**src/rtl/id_scan_arbiter.sv**
```systemverilog
// Shared letter+digit+ recogniser time-multiplexed over NUM_SRC streams.
// Ports: req_* in / req_ready out, src_clear, registered out_* result, match_cnt.
module id_scan_arbiter #(
  parameter int NUM_SRC = 4,
  parameter int SRC_W   = 2,
  parameter int CNT_W   = 16
) (
  input  logic                 clk,
  input  logic                 rst_n,
  input  logic [NUM_SRC-1:0]   req_valid,
  input  logic [8*NUM_SRC-1:0] req_char,
  output logic [NUM_SRC-1:0]   req_ready,
  input  logic [NUM_SRC-1:0]   src_clear,
  output logic                 out_valid,
  output logic [SRC_W-1:0]     out_src,
  output logic                 out_match,
  output logic [CNT_W-1:0]     match_cnt
);

  localparam logic [1:0] S_IDLE = 2'b00;
  localparam logic [1:0] S_LET  = 2'b01;
  localparam logic [1:0] S_DIG  = 2'b10;

  logic [1:0]         ctx [NUM_SRC];
  logic [SRC_W-1:0]   rr_ptr;

  logic               gnt_any;
  logic [SRC_W-1:0]   gnt_idx;
  logic [NUM_SRC-1:0] gnt_oh;
  logic [7:0]         gnt_char;
  logic               is_dig;
  logic               is_let;
  logic [1:0]         cur;
  logic [1:0]         nxt;
  logic [1:0]         nxt_eff;
  logic [SRC_W-1:0]   rr_nxt;

  // Round-robin search starting at rr_ptr.
  always_comb begin
    logic [SRC_W-1:0] idx;
    gnt_any = 1'b0;
    gnt_idx = '0;
    idx     = '0;
    for (int k = 0; k < NUM_SRC; k++) begin
      idx = SRC_W'((int'(rr_ptr) + k) % NUM_SRC);
      if (!gnt_any && req_valid[idx]) begin
        gnt_any = 1'b1;
        gnt_idx = idx;
      end
    end
  end

  always_comb begin
    gnt_oh = '0;
    gnt_oh[gnt_idx] = gnt_any;
  end

  assign req_ready = rst_n ? gnt_oh : '0;

  assign gnt_char = req_char[8*gnt_idx +: 8];

  always_comb begin
    is_dig = (gnt_char >= 8'h30) && (gnt_char <= 8'h39);
    is_let = ((gnt_char >= 8'h41) && (gnt_char <= 8'h5A)) ||
             ((gnt_char >= 8'h61) && (gnt_char <= 8'h7A));
  end

  // Code 11 is folded to IDLE so a corrupted context self-heals.
  always_comb begin
    cur = ctx[gnt_idx];
    if (cur == 2'b11) cur = S_IDLE;
    nxt = S_IDLE;
    unique case (1'b1)
      is_let:  nxt = S_LET;
      is_dig:  nxt = (cur == S_IDLE) ? S_IDLE : S_DIG;
      default: nxt = S_IDLE;
    endcase
    nxt_eff = src_clear[gnt_idx] ? S_IDLE : nxt;
  end

  assign rr_nxt = (gnt_idx == SRC_W'(NUM_SRC - 1)) ? '0
                                                   : gnt_idx + 1'b1;

  always_ff @(posedge clk or negedge rst_n) begin
    if (!rst_n) begin
      for (int i = 0; i < NUM_SRC; i++) ctx[i] <= S_IDLE;
    end else begin
      for (int i = 0; i < NUM_SRC; i++) begin
        if (src_clear[i])   ctx[i] <= S_IDLE;
        else if (gnt_oh[i]) ctx[i] <= nxt_eff;
      end
    end
  end

  always_ff @(posedge clk or negedge rst_n) begin
    if (!rst_n) begin
      rr_ptr    <= '0;
      out_valid <= 1'b0;
      out_src   <= '0;
      out_match <= 1'b0;
    end else begin
      out_valid <= gnt_any;
      if (gnt_any) begin
        rr_ptr    <= rr_nxt;
        out_src   <= gnt_idx;
        out_match <= (nxt_eff == S_DIG);
      end
    end
  end

  // Counts emitted match pulses; sticks at all-ones.
  always_ff @(posedge clk or negedge rst_n) begin
    if (!rst_n) begin
      match_cnt <= '0;
    end else if (out_valid && out_match && (match_cnt != '1)) begin
      match_cnt <= match_cnt + 1'b1;
    end
  end

endmodule

```
**config.mk**
```make
export PLATFORM = sky130hd
export DESIGN_NAME = id_scan_arbiter
export DESIGN_NICKNAME = d
export VERILOG_FILES = /design/src/rtl/id_scan_arbiter.sv
export SDC_FILE = /design/constraint.sdc
export NUM_CORES = 1
export LEC_CHECK = 0
export BUFFER_PORTS_ARGS = -buffer_cell sky130_fd_sc_hd__buf_2
export CAP_MARGIN = 25
export CORE_MARGIN = 2
export CORE_UTILIZATION = 35
export DETAILED_ROUTE_END_ITERATION = 16
export HOLD_SLACK_MARGIN = 0.06
export PLACE_DENSITY = 0.65
export SYNTH_ARGS = -nofsm -noshare
export SYNTH_HDL_FRONTEND = slang
export SYNTH_SLANG_ARGS = --single-unit
```
**constraint.sdc**
```tcl
create_clock -name clk -period 3.1 [get_ports clk]
set_input_delay 0.465 -clock clk [delete_from_list [all_inputs] [get_ports clk]]
set_output_delay 0.465 -clock clk [all_outputs]
set_load 0.05 [all_outputs]
```
==> impl_results.md <==
- Status: finished clean
- Synth Area per Inst: approximately 9.4 µm²
- # setup viols final: 0
- # rows: 26
- Footprint of the multi-input gates: 1070 µm²
- CTS clk-pin slew, worst paths: 0.07 ns
- Final Skew: 0.00768 ns
- Asr flop ratio synth: between 90% and 100%
- Clock sinks: 30
- Worst Max-Slew Pin Slew: 0.529 ns
- Post-CTS setup buffer count: 0
- Final instance area: approximately 2400 µm²
- Grt ovf: 0
- Maximum vdd ir drop: roughly 0.00028 V
- Post-synthesis net count: around 250
- Starting Density: a little over a third
- HPWL after DPL: approximately 3.6 mm
- Flops & latches, synth: 30
- Crit Path Class: reg -> out
- Tcrit/Tclk final: roughly nine tenths
- Mapped Area: between 1500 and 2000 µm²
- Final Hold Vio Count: 0
- DR pass1 iterations: 4
- CP Capture Type: output port
- First-pass GRT wire length: approximately 7.5 mm
- Die Footprint: 5970 µm²
- P_leak: approximately 1.2 nW
- Critical Path Start Type: flop
- Worst path cell trace: or4_4 -> nand2_4 -> inv_2 -> ha_1 -> and3_1 -> buf_2
- CP Data Arrival Time: 2.27 ns
- RSZ-0062 raised after global routing: no
- DRC Markers: 0
- CTS H-tree depth: 2
- Synthesis-to-layout area growth: 27.2%
- Number of enable flip-flop cells after synthesis: 0
- Critical path fanouts, max: 17
- Vias per inst: 5.00
- Die width: between 70 and 80 µm
- # hold bufs at CTS: 0
- Share of the synthesized area in the top cell type: 39.9%
- Slew margin rel.: between 60% and 70%
- Predominant post-synthesis flop cell: dfrtp_1
- Reg area: about 750 µm²
- Die Height: just under 80 µm
- Slowest cell on crit path: or4_4
- IO buf count: 65
- Tmin final: around 2.7 ns
- Routability cong.: around 0.88
- Largest area contributor in the synthesized netlist: dfrtp_1
- Fmax: approximately 370 MHz
- Power density over the cells: just over 600 nW/µm²
- MaxCap Viol Count: 0
- Post-cts sizing count: 0
- Crit path required time: 2.63 ns
- Netlist cell types: between 40 and 50
- N_diodes: 0
- Synth warn: 0
- Fin. max-slew vios: 0
- CTS Buf Count: 5
- Top cells by area, synth: dfrtp_1, nand2_1, xnor2_1
- Initial antenna violation count: 0
- Clock latency on the worst-skew pair: between 0.2 and 0.3 ns
- Setup TNS: 0 ns
- Core Area: 5140 µm²
- IO Pins: between 60 and 70
- Largest net degree at the start of global routing: 26
- Nets: approximately 320
- 1st-iter DRT viols: 58
- CTS max path bufs: 2
- Seq/Total Area, Yosys: between 30 and 40%
- Vias: between 1,500 and 2,000
- Worst path max stage delay: about 0.64 ns
- Layout cells sized above 1: about a third
- Filler instances: ~540
- Area after detailed placement: between 2000 and 2500 µm²
- Total track usage: between 15 and 20%
- CTS root buf: clkbuf_8
- Vias in the first global route: 1,620
- Worst Hold Class: in -> async
- Antenna viol nets, final: 0
- Mapped Cells: between 150 and 200
- Wirelength, routed: approximately 4.5 mm
- DR WL/cell: about 13 µm
- CTS tree: done
==> power breakdown <==
part           leakage [nW]  total (W)  internal, W  switching (W)
clock network        0.0482   0.000318     0.000179       0.000140
registers             0.405   0.000460     0.000429      0.0000311
logic                 0.788   0.000675     0.000238       0.000437
total                  1.24    0.00145     0.000845       0.000607
==> state kept, by name, summed over array words and instances (netlist names) <==
name / flops
out_match: 1
ctx: 8
match_cnt: 16
out_src: 2
out_valid: 1
rr_ptr: 2
==> synthesized netlist by cell type (all sizes together) (2+ instances only) <==
| cell type | number |
|---|---|
| a22o | 2 |
| a211oi | 7 |
| buf | 2 |
| and3 | 8 |
| inv | 6 |
| ha | 5 |
| dfrtp | 30 |
| nor2b | 5 |
| a21boi | 6 |
| nor2 | 10 |
| o311ai | 2 |
| nand3b | 8 |
| o31ai | 8 |
| o21ai | 2 |
| mux2 | 2 |
| nand2 | 32 |
| nor3b | 2 |
| and4 | 2 |
| clkbuf | 4 |
| xnor2 | 11 |
| a21oi | 3 |
| xor2 | 8 |
| mux2i | 3 |
| nand3 | 11 |
| nor4 | 2 |
==> final timing paths <==
| kind | start | endpoint | slack, ns | cells past startpoint |
|---|---|---|---|---|
| worst max-delay path | rr_ptr[1]$_DFFE_PN0N_ | req_ready[0] | 0.37 | 6 |
| worst min-delay path | rst_n | ctx[4]$_DFFE_PN0P_ | 0.16 | 1 |
| worst max register to register | rr_ptr[1]$_DFFE_PN0N_ | ctx[6]$_DFFE_PN0P_ | 0.48 | 6 |
| worst min register to register | out_src[1]$_DFFE_PN0N_ | out_src[1]$_DFFE_PN0N_ | 0.47 | 2 |
| max in group asynchronous | rst_n | out_valid$_DFF_PN0_ | 2.40 | 2 |
| min in group clk | src_clear[1] | ctx[5]$_DFFE_PN0P_ | 0.41 | 2 |
==> metrics by stage <==
| stage | hold slack (ns) | power (W) | instances | setup WS [ns] | utilization, % |
|---|---|---|---|---|---|
| 2_1_floorplan | 0.169 | 0.000986 | 199 | 0.443 | - |
| 3_3_place_gp | 0.458 | 0.00113 | 333 | 0.266 | 44.7 |
| 3_5_place_dp | 0.463 | 0.00114 | 333 | 0.237 | 44.7 |
| 4_1_cts | 0.165 | 0.00147 | 341 | 0.361 | 46.5 |
| 5_1_grt | 0.186 | 0.00156 | 341 | 0.233 | 46.5 |
| 6_report | 0.159 | 0.00145 | 341 | 0.367 | 46.5 |
==> cells in the final DEF (no fill, tap or decap), types with 2 or more instances in the layout <==
cell type / instances
a211oi_1: 6
a21boi_0: 6
a21oi_1: 3
a22o_1: 2
and3_1: 8
and4_1: 2
buf_2: 65
buf_4: 5
clkbuf_8: 6
dfrtp_1: 30
ha_1: 5
inv_1: 5
mux2_2: 2
mux2i_1: 3
nand2_1: 31
nand3_1: 11
nand3b_1: 8
nor2_1: 10
nor2b_1: 5
nor3b_1: 2
nor4_1: 2
o21ai_0: 2
o311ai_0: 2
o31ai_1: 8
xnor2_1: 11
xor2_1: 8
==> cell type report <==
type / count / area share [%]
Clock buffer: 7 / 3.61
Clock inverter: 1 / 0.209
Inverter: 6 / 0.942
Multi-Input combinational cell: 157 / 45.0
Sequential cell: 30 / 31.4
Tap cell: 70 / 3.66
Timing Repair Buffer: 70 / 15.2
==> worst max-delay path: cells and delay by family (launching register included) <==
kind                     cells  cell delay, ns
AND/OR/NAND/NOR              3            0.96
adder cells (fa/ha/maj)      1            0.23
flip-flops                   1            0.44
buffers and inverters        2            0.36
==> cell families (layout without fill, tap and decap cells) <==
group           Yosys count  in the layout  synth area share, %
simple gates             88             88                 25.4
xor+xnor                 19             19                 8.85
fa+ha+maj                 5              5                 3.33
flops                    30             30                 39.9
mux                       5              5                 2.80
buf+inv                  12             84                 2.86
compound gates           40             40                 16.8
==> layer usage <==
metal | share of wire [%] | routed length, µm | GRT usage, % | vias to the layer above
met4 | 1.3 | 60 | 5.54 | 0
met5 | 0 | 0 | 0 | -
met2 | 46 | 2070 | 25.7 | 64
met1 | 46 | 2080 | 19.6 | 771
met3 | 7.0 | 318 | 4.82 | 8
li1 | - | - | - | 862
(Power assumes the default switching activity.)
